`src/rtl/can_frame_rx_if.sv`:
```
// can_frame_rx_if
// Groups the receiver's serial input and its decoded outputs.
//   bus_in, bit_en           : resolved bus level and sample strobe (into the receiver)
//   id, dlc, data_out        : decoded identifier, DLC and most recent data byte
//   data_valid, frame_valid,
//   stuff_err, crc_err,
//   form_err                 : single-cycle event pulses
//   busy                     : a frame is in progress
// The slave modport is the receiver side. The master modport is the side that drives the bus.
interface can_frame_rx_if;
    logic       bus_in;
    logic       bit_en;
    logic [7:0] id;
    logic [3:0] dlc;
    logic [7:0] data_out;
    logic       data_valid;
    logic       frame_valid;
    logic       stuff_err;
    logic       crc_err;
    logic       form_err;
    logic       busy;

    modport master (
        output bus_in, bit_en,
        input  id, dlc, data_out, data_valid, frame_valid,
               stuff_err, crc_err, form_err, busy
    );

    modport slave (
        input  bus_in, bit_en,
        output id, dlc, data_out, data_valid, frame_valid,
               stuff_err, crc_err, form_err, busy
    );
endinterface

```
`src/rtl/can_frame_rx.sv`:
```
// can_frame_rx
// CAN-style serial frame receiver. It performs SOF detection, bit destuffing and
// CRC-15 checking. It decodes an 8-bit identifier, the 4-bit DLC and up to
// MAX_BYTES data bytes.
// Ports:
//   clk  : system clock
//   rst  : asynchronous reset, active low
//   bus  : can_frame_rx_if.slave
//          inputs  bus_in, bit_en
//          outputs id, dlc, data_out, data_valid, frame_valid,
//                  stuff_err, crc_err, form_err, busy
// The receiver consumes a bus bit only in cycles where bit_en is high.
// All outputs are registered.
module can_frame_rx #(
    parameter int IDLE_BITS = 7,
    parameter int MAX_BYTES = 8
) (
    input  logic           clk,
    input  logic           rst,
    can_frame_rx_if.slave  bus
);
    localparam int              IW        = (IDLE_BITS < 2) ? 1 : $clog2(IDLE_BITS);
    localparam logic [IW-1:0]   IDLE_LAST = IW'(IDLE_BITS - 1);
    localparam logic [3:0]      MAX_N     = 4'(MAX_BYTES);

    typedef enum logic [2:0] {
        S_IDLE, S_ID, S_DLC, S_DATA, S_CRC, S_CRC_DEL, S_WAIT_IDLE
    } state_t;

    state_t          state_reg;
    logic            run_val_reg;
    logic [2:0]      run_len_reg;
    logic [14:0]     crc_reg;
    logic [13:0]     crc_rx_reg;
    logic [6:0]      shift_reg;
    logic [3:0]      bit_cnt_reg;
    logic [3:0]      byte_cnt_reg;
    logic [3:0]      nbytes_reg;
    logic [IW-1:0]   idle_cnt_reg;
    logic [7:0]      id_reg;
    logic [3:0]      dlc_reg;
    logic [7:0]      data_reg;
    logic            data_valid_reg;
    logic            frame_valid_reg;
    logic            stuff_err_reg;
    logic            crc_err_reg;
    logic            form_err_reg;
    logic            busy_reg;

    function automatic logic [14:0] crc_step(input logic [14:0] c, input logic b);
        logic fb;
        fb = b ^ c[14];
        return {c[13:0], 1'b0} ^ (fb ? 15'h4599 : 15'h0000);
    endfunction

    logic        b;
    logic        in_stuffed;
    logic        is_stuff;
    logic [7:0]  shift_in;
    logic [3:0]  dlc_in;
    logic [3:0]  n_in;
    logic [14:0] crc_rx_in;
    logic [14:0] crc_upd;

    assign b          = bus.bus_in;
    // The destuffing region is SOF through the last CRC bit. CRC_DEL is never a stuff bit.
    assign in_stuffed = (state_reg == S_ID) || (state_reg == S_DLC) ||
                        (state_reg == S_DATA) || (state_reg == S_CRC);
    assign is_stuff   = in_stuffed && (run_len_reg == 3'd5);
    assign shift_in   = {shift_reg, b};
    assign dlc_in     = {shift_reg[2:0], b};
    assign n_in       = (dlc_in > MAX_N) ? MAX_N : dlc_in;
    assign crc_rx_in  = {crc_rx_reg, b};
    assign crc_upd    = crc_step(crc_reg, b);

    always_ff @(posedge clk or negedge rst) begin
        if (!rst) begin
            state_reg       <= S_IDLE;
            run_val_reg     <= 1'b0;
            run_len_reg     <= 3'd0;
            crc_reg         <= 15'h0;
            crc_rx_reg      <= 14'h0;
            shift_reg       <= 7'h0;
            bit_cnt_reg     <= 4'd0;
            byte_cnt_reg    <= 4'd0;
            nbytes_reg      <= 4'd0;
            idle_cnt_reg    <= '0;
            id_reg          <= 8'h0;
            dlc_reg         <= 4'h0;
            data_reg        <= 8'h0;
            data_valid_reg  <= 1'b0;
            frame_valid_reg <= 1'b0;
            stuff_err_reg   <= 1'b0;
            crc_err_reg     <= 1'b0;
            form_err_reg    <= 1'b0;
            busy_reg        <= 1'b0;
        end else begin
            // Pulses last one clock whatever the bit_en duty cycle is.
            data_valid_reg  <= 1'b0;
            frame_valid_reg <= 1'b0;
            stuff_err_reg   <= 1'b0;
            crc_err_reg     <= 1'b0;
            form_err_reg    <= 1'b0;
            if (bus.bit_en) begin
                if (is_stuff) begin
                    if (b == run_val_reg) begin
                        stuff_err_reg <= 1'b1;
                        busy_reg      <= 1'b0;
                        idle_cnt_reg  <= '0;
                        state_reg     <= S_WAIT_IDLE;
                    end else begin
                        // Drop the stuff bit. It starts a new run.
                        run_val_reg <= b;
                        run_len_reg <= 3'd1;
                    end
                end else begin
                    if (in_stuffed) begin
                        if (b == run_val_reg) begin
                            run_len_reg <= run_len_reg + 3'd1;
                        end else begin
                            run_val_reg <= b;
                            run_len_reg <= 3'd1;
                        end
                    end
                    case (state_reg)
                        S_IDLE: begin
                            if (!b) begin
                                // A SOF bit of 0 leaves a zero CRC at zero.
                                state_reg   <= S_ID;
                                busy_reg    <= 1'b1;
                                run_val_reg <= 1'b0;
                                run_len_reg <= 3'd1;
                                crc_reg     <= 15'h0;
                                bit_cnt_reg <= 4'd0;
                            end
                        end
                        S_ID: begin
                            shift_reg   <= shift_in[6:0];
                            crc_reg     <= crc_upd;
                            bit_cnt_reg <= bit_cnt_reg + 4'd1;
                            if (bit_cnt_reg == 4'd7) begin
                                id_reg      <= shift_in;
                                bit_cnt_reg <= 4'd0;
                                state_reg   <= S_DLC;
                            end
                        end
                        S_DLC: begin
                            shift_reg   <= shift_in[6:0];
                            crc_reg     <= crc_upd;
                            bit_cnt_reg <= bit_cnt_reg + 4'd1;
                            if (bit_cnt_reg == 4'd3) begin
                                dlc_reg      <= dlc_in;
                                nbytes_reg   <= n_in;
                                byte_cnt_reg <= 4'd0;
                                bit_cnt_reg  <= 4'd0;
                                state_reg    <= (n_in == 4'd0) ? S_CRC : S_DATA;
                            end
                        end
                        S_DATA: begin
                            shift_reg   <= shift_in[6:0];
                            crc_reg     <= crc_upd;
                            bit_cnt_reg <= bit_cnt_reg + 4'd1;
                            if (bit_cnt_reg == 4'd7) begin
                                data_reg       <= shift_in;
                                data_valid_reg <= 1'b1;
                                bit_cnt_reg    <= 4'd0;
                                byte_cnt_reg   <= byte_cnt_reg + 4'd1;
                                if (byte_cnt_reg + 4'd1 == nbytes_reg) begin
                                    state_reg <= S_CRC;
                                end
                            end
                        end
                        S_CRC: begin
                            // The received CRC bits are not part of the CRC computation.
                            crc_rx_reg  <= crc_rx_in[13:0];
                            bit_cnt_reg <= bit_cnt_reg + 4'd1;
                            if (bit_cnt_reg == 4'd14) begin
                                bit_cnt_reg <= 4'd0;
                                if (crc_rx_in != crc_reg) begin
                                    crc_err_reg  <= 1'b1;
                                    busy_reg     <= 1'b0;
                                    idle_cnt_reg <= '0;
                                    state_reg    <= S_WAIT_IDLE;
                                end else begin
                                    state_reg <= S_CRC_DEL;
                                end
                            end
                        end
                        S_CRC_DEL: begin
                            frame_valid_reg <= b;
                            form_err_reg    <= ~b;
                            busy_reg        <= 1'b0;
                            idle_cnt_reg    <= '0;
                            state_reg       <= S_WAIT_IDLE;
                        end
                        S_WAIT_IDLE: begin
                            if (!b) begin
                                idle_cnt_reg <= '0;
                            end else if (idle_cnt_reg == IDLE_LAST) begin
                                idle_cnt_reg <= '0;
                                state_reg    <= S_IDLE;
                            end else begin
                                idle_cnt_reg <= idle_cnt_reg + 1'b1;
                            end
                        end
                        default: state_reg <= S_IDLE;
                    endcase
                end
            end
        end
    end

    assign bus.id          = id_reg;
    assign bus.dlc         = dlc_reg;
    assign bus.data_out    = data_reg;
    assign bus.data_valid  = data_valid_reg;
    assign bus.frame_valid = frame_valid_reg;
    assign bus.stuff_err   = stuff_err_reg;
    assign bus.crc_err     = crc_err_reg;
    assign bus.form_err    = form_err_reg;
    assign bus.busy        = busy_reg;
endmodule

```
`src/flat_wrapper.sv`:
```
// flat-port wrapper written by rule: the top's interface ports become plain ports
module can_frame_rx_flat 
#(
    parameter int IDLE_BITS = 7,
    parameter int MAX_BYTES = 8
)
  (clk, rst, bus_bus_in, bus_bit_en, bus_id, bus_dlc, bus_data_out, bus_data_valid, bus_frame_valid, bus_stuff_err, bus_crc_err, bus_form_err, bus_busy);
  can_frame_rx_if bus_i ();
  input  logic clk;
  input  logic rst;
  input wire logic [$bits(bus_i.bus_in)-1:0] bus_bus_in;
  input wire logic [$bits(bus_i.bit_en)-1:0] bus_bit_en;
  output wire logic [$bits(bus_i.id)-1:0] bus_id;
  output wire logic [$bits(bus_i.dlc)-1:0] bus_dlc;
  output wire logic [$bits(bus_i.data_out)-1:0] bus_data_out;
  output wire logic [$bits(bus_i.data_valid)-1:0] bus_data_valid;
  output wire logic [$bits(bus_i.frame_valid)-1:0] bus_frame_valid;
  output wire logic [$bits(bus_i.stuff_err)-1:0] bus_stuff_err;
  output wire logic [$bits(bus_i.crc_err)-1:0] bus_crc_err;
  output wire logic [$bits(bus_i.form_err)-1:0] bus_form_err;
  output wire logic [$bits(bus_i.busy)-1:0] bus_busy;
  assign bus_i.bus_in = bus_bus_in;
  assign bus_i.bit_en = bus_bit_en;
  assign bus_id = bus_i.id;
  assign bus_dlc = bus_i.dlc;
  assign bus_data_out = bus_i.data_out;
  assign bus_data_valid = bus_i.data_valid;
  assign bus_frame_valid = bus_i.frame_valid;
  assign bus_stuff_err = bus_i.stuff_err;
  assign bus_crc_err = bus_i.crc_err;
  assign bus_form_err = bus_i.form_err;
  assign bus_busy = bus_i.busy;
  can_frame_rx #(.IDLE_BITS(IDLE_BITS), .MAX_BYTES(MAX_BYTES)) u_core (.clk(clk), .rst(rst), .bus(bus_i));
endmodule
```
`config.mk`:
```
export PLATFORM = sky130hd
export DESIGN_NAME = can_frame_rx_flat
export DESIGN_NICKNAME = d
export VERILOG_FILES = /design/src/rtl/can_frame_rx_if.sv /design/src/rtl/can_frame_rx.sv /design/src/flat_wrapper.sv
export SDC_FILE = /design/constraint.sdc
export NUM_CORES = 1
export LEC_CHECK = 0
export CAP_MARGIN = 20
export CORE_UTILIZATION = 45
export DETAILED_ROUTE_END_ITERATION = 8
export GPL_TIMING_DRIVEN = 0
export PLACE_DENSITY = 0.72
export SYNTH_ARGS = -nofsm -noshare
export SYNTH_HDL_FRONTEND = slang
export SYNTH_SLANG_ARGS = --single-unit
```
`constraint.sdc`:
```
create_clock -name clk -period 4.6 [get_ports clk]
set_input_delay 0.92 -clock clk [delete_from_list [all_inputs] [get_ports clk]]
set_output_delay 0.92 -clock clk [all_outputs]
set_load 0.01 [all_outputs]
```
Word level (Yosys, flattened, before mapping)
Index checks and enable logic that the tools add are counted.

Bits in registers: 84. Input bits: 4. Logic and storage cells: 148.

Add/subtract/negate cells: 4. Order comparisons: 1. Equal/unequal tests: 28. Mux-type cells: 67. Bitwise logic cells: 4. Reduce and logical (&&, ||, !) cells: 25.

Operators by type and width (count): $mux 3 (23); $mux 15 (2); $pmux 15 s2 (1); $mux 1 (28); $mux 4 (7); $ne 3x2->1 const B (8); $pmux 3 s7 (1); $reduce_and 4->1 (5); $pmux 4 s4 (1); $eq 3x3->1 const B (5); $ne 15x15->1 (1); $xor 15x15->15 (1); $reduce_bool 4->1 (3); $ne 2x2->1 const B (5); $reduce_and 10->1 (1); $reduce_and 5->1 (2); $pmux 3 s3 (1); $add 4x1->4 const B (2); $pmux 4 s2 (1); $add 3x1->3 const B (2); $eq 3x2->1 const B (2); $reduce_and 3->1 (2); $reduce_and 6->1 (1); $eq 4x2->1 const B (1); other kinds (19) (23).

Logic depth before layout (Yosys ltp)
Gate-level depths: netlist of the first run.

Depth after elaboration: 8. Depth in mapped cells: 9. Mapped depth without buffers: 8.

Worst setup path after synthesis of the first run
OpenSTA, ideal clock, no wires.

Path type: input-to-reg. Start: input bus_bus_in. End: register u_core.idle_cnt_reg[0]. Setup time: 79 ps. Arrival time: 2314 ps. Required time: 4521 ps. Setup slack: 2207 ps. Stages on the path: 6. Path buffers: 1. Path through: clkbuf_1 -> xnor2_1 -> nand4_1 -> nor4_1 -> a21o_1 -> mux2i_1.

Cells in the longest elaborated chain, start to end: 3. Elaborated cells on any way between the ends: 8. Those cells by class: eq/ne (4); mux (3); reduce/logical (1).

RTL lines: start, declared (line flat_wrapper.sv:11) `input wire logic [$bits(bus_i.bus_in)-1:0] bus_bus_in;`; $ne 15x15->1 (tied with other cells) (line can_frame_rx.sv:179) `if (crc_rx_in != crc_reg) begin`; $ne 3x2->1 (no line) (tied with other cells); $reduce_and 5->1 (no line) or $mux 3 (tied branches); end signal, assigned (line can_frame_rx.sv:203) `idle_cnt_reg <= idle_cnt_reg + 1'b1;`; end, declared (line can_frame_rx.sv:39) `logic [IW-1:0] idle_cnt_reg;`.

Parallel ways exist; a longest one is shown, timed or not. A chain may end at the register's enable or synchronous reset.

Worst setup path in the final report of the first run
Same ends and word-level chain as after synthesis.

==> results.md, run 1 <==
- CTS tree: built
- Clock Sinks: 84
- Fmax: 0.3251 GHz
- Final #Nets: 439
- Post-CTS resize count: 0
- DRT Wirelength: 8793 um
- Final Slew Violations: 0
- Syn Nets: 397
- # rows: 34
- Critical path buffer and inverter count: 3
- # fillers: 775
- Worst setup SP type: primary input
- Hold_buf cts: 0
- WP data arrival: 3.36 ns
- Vias in the first global route: 2984
- Fin. Hold Viols: 0
- Max-slew headroom: 47.08%
- GPL Wtd Cong: 0.8238
- Number of synthesized flops with an enable pin: 0
- Post-DP HPWL: 6248 um
- Critical Path RT: 4.88 ns
- Horiz. Die Dim: 98.41 um
- Die Area: 9685 um2
- Async S/R FF share, synth: 100.0%
- DR pass1 iterations: 6
- Skew final: 0.009590 ns
- Deepest level of the CTS H-tree: 3
- Worst hold slack: 0.4827 ns
- Number of synthesized register bits: 84
- Compound-Gate Fraction of Synth Area: 14.66%
- Hold Path Class: reg2reg
- Max-cap viol count: 0
- I/O Buffers: 29
- Failing checks: DRC
- Critical path's top delay family: buffers and inverters
- Simple logic cell fraction of the synthesized area: 14.48%
- DRC errors left: 2
- WL per Instance: 16.25 um
- XOR/XNOR Fraction of Synth Area: 6.072%
- Core area: 8848 um2
- Net Switching: 992.3 uW
- Min Tclk post-route: 3.076 ns
- VDD IR max: 299.4 uV
- DR vias: 3054
- ANT cells: 0
- Combinational power share: 37.4%
- Slowest cell delay on critical path: 0.65 ns
- Status: finished with violations
- Lkg Pwr: 0.002208 uW
- Clk buf depth: 2
- Switching Fraction: 37.78%
- RSZ-0062 raised after global routing: false
- Gr usage total: 19.60%
- Setup WS post-layout: 1.524 ns
- DP Worst Slack: 1.183 ns
- Internal Pwr Total: 1635 uW
- Total Power: 2627 uW
- Finish-stage setup viols: 0
- Seq/Total Area, Yosys: 50.25%
- CP Cell Sequence: clkdlybuf4s50_1 -> clkbuf_1 -> xnor2_1 -> nand4_1 -> nor4_1 -> buf_2 -> a21o_1 -> mux2i_1
- Total gr overflow: 0
- Largest register FFs: 15
- Synthesized area: 4183 um2
- Die Y: 98.41 um
- Clock Power Share: 20.5%
- Antenna Nets Post-Route: 0
- Layout area overhead: 15.47%
- Crit Path Max Fanout: 7
- Mapped Cells: 386
- DR iter-0 viols: 184
- Post-synthesis cell type count: 68
- Num ports: 30
- PwrDens: 543.9 nW/um2
- Post CTS Setup Buffer Count: 0
- Clock Pin Slew Worst Setup and Hold Paths: 0.09 ns
- Number of CTS-inserted buffers: 9
- First-pass GRT wire length: 14920 um
- Primary FF master, synth: dfrtp_1
- Clk Latency, worst-skew pair: 0.36 ns
- Fin util: 54.58%
- Critical setup path kind: in2reg
- FF+latch area: 2102 um2
- Avg Inst Size Synth: 10.84 um2
- Ys Warns: 0
- Largest net degree at the start of global routing: 44
- Vias/cell: 5.645
- Starting Density: 47.27%
- Adder-Cell Fraction of Synth Area: 2.094%
- Final period utilization: 66.88%
- Multi-input logic area: 1944 um2
- Initial antenna violation count: 0
- Slowest-stage cell, CP: nor4_1
- Kind of end point of the critical path: flip-flop
- Slew at the pin with the worst max-slew slack: 0.7881 ns
- Reg power frac: 42.1%
- Root buffer cell: clkbuf_8
- Main combinational cell family by area after synthesis: compound AO/OA/AOI/OAI gates
- Fraction of layout cells with a size suffix above 1: 16.86%
- Mux contribution to synthesized area: 9.183%
-- power groups by stage --
| stage | Combinational, uW | Sequential, uW | Clock, uW |
|---|---|---|---|
| floorplan | 739 | 1080 | 0 |
| global placement | 941 | 1110 | 0 |
| detailed placement | 972 | 1120 | 0 |
| CTS | 976 | 1100 | 551 |
| global route | 1090 | 1140 | 577 |
| finish | 981 | 1110 | 540 |
-- placed cells by master (no fill, tap or decap), types with 7 or more instances in the layout --
cell             netlist  layout
a22o_1                15      15
o21ai_0               20      20
dfrtp_1               84      84
nand3_1                8       8
nor2_1                12      12
inv_1                  8       8
clkdlybuf4s50_1        0      28
buf_2                 10      11
nand4_1                9       9
a21oi_1               13      13
clkbuf_1               8       9
mux2_2                29      29
ha_1                   7       7
nand2_1               56      56
clkbuf_8               0       9
xnor2_1               27      27
-- synth_stat cells (4+ instances only) --
cell type | n | area [um2]
nor2_1 | 12 | 45.04
a21oi_1 | 13 | 65.06
mux2_2 | 29 | 326.6
o31ai_1 | 4 | 30.03
xnor2_1 | 27 | 236.5
buf_2 | 10 | 50.05
nand2_1 | 56 | 210.2
clkbuf_1 | 8 | 30.03
nand3_1 | 8 | 40.04
inv_1 | 8 | 30.03
nand4_1 | 9 | 56.30
ha_1 | 7 | 87.58
a22o_1 | 15 | 131.4
nor3_1 | 5 | 25.02
o21ai_0 | 20 | 100.1
a21o_1 | 5 | 37.54
dfrtp_1 | 84 | 2102
-- layer usage --
| layer | up-vias | GRT usage (%) | wire length, um |
|---|---|---|---|
| li1 | 1471 | - | - |
| met1 | 1517 | 27.98 | 4131 |
| met4 | 0 | 7.577 | 142 |
| met2 | 53 | 30.34 | 4189 |
| met5 | - | 0 | 0 |
| met3 | 13 | 2.979 | 328 |
-- worst reg2reg max path, cell delays in order, from the launching register on --
cell     delay (ns)
dfrtp_1        0.46
ha_1           0.26
nand2_1        0.33
o211a_1        0.37
nand4_1        0.47
mux2_2         0.44
-- path summary, 6_finish.rpt --
check / start / to / slack, ns / cells past startpoint
setup / recovery: bus_bus_in / u_core.idle_cnt_reg[0] / 1.52 / 8
hold / removal: u_core.bus.data_out[4] / u_core.bus.data_out[4] / 0.48 / 2
setup reg to reg: u_core.run_len_reg[0] / u_core.bus.id[2] / 2.16 / 5
hold reg to reg: u_core.bus.data_out[4] / u_core.bus.data_out[4] / 0.48 / 2
max in group asynchronous: rst / u_core.run_val_reg / 3.46 / 2
min in group asynchronous: rst / u_core.bus.id[0] / 0.53 / 1
-- layout make-up --
class,count,area share (%)
Sequential cell,84,43.52
Multi-Input combinational cell,271,40.26
Timing Repair Buffer,31,6.477
Tap cell,108,2.798
Clock buffer,10,2.642
Buffer,20,1.969
Clock inverter,6,1.477
Inverter,11,0.8549
-- through the flow --
stage | instances | setup TNS (ns) | instance area [um2]
floorplan | 386 | 0 | 4183
CTS | 541 | 0 | 4830
global route | 541 | 0 | 4830
detailed placement | 525 | 0 | 4631
finish | 541 | 0 | 4830
global placement | 523 | -29.03 | 4608
-- kinds of logic (layout without fill, tap and decap cells) --
logic type,after synthesis,after routing
simple gates,118,118
compound gates,84,84
flops,84,84
mux,33,33
buf+inv,31,78
xor+xnor,29,29
fa+ha+maj,7,7
(Power assumes the default switching activity.)
==> inputs of run 2 (changes only) <==
==> constraint.sdc (replaced) <==
create_clock -name clk -period 3 [get_ports clk]
set_input_delay 0.6 -clock clk [delete_from_list [all_inputs] [get_ports clk]]
set_output_delay 0.6 -clock clk [all_outputs]
set_load 0.01 [all_outputs]
==> results of run 2 <==
The final DEF is identical to that of run 1. Status: finished with violations: DRC.
Among the figures that moved: setup slack after placement 1.183 ns -> -0.09716 ns; setup slack after layout 1.524 ns -> 0.2437 ns; hold slack 0.4827 ns -> 0.2053 ns; register-to-register setup slack 2.16 ns -> 0.56 ns; total power 2627 uW -> 4028 uW; worst IR drop on VDD 299.4 uV -> 459.1 uV
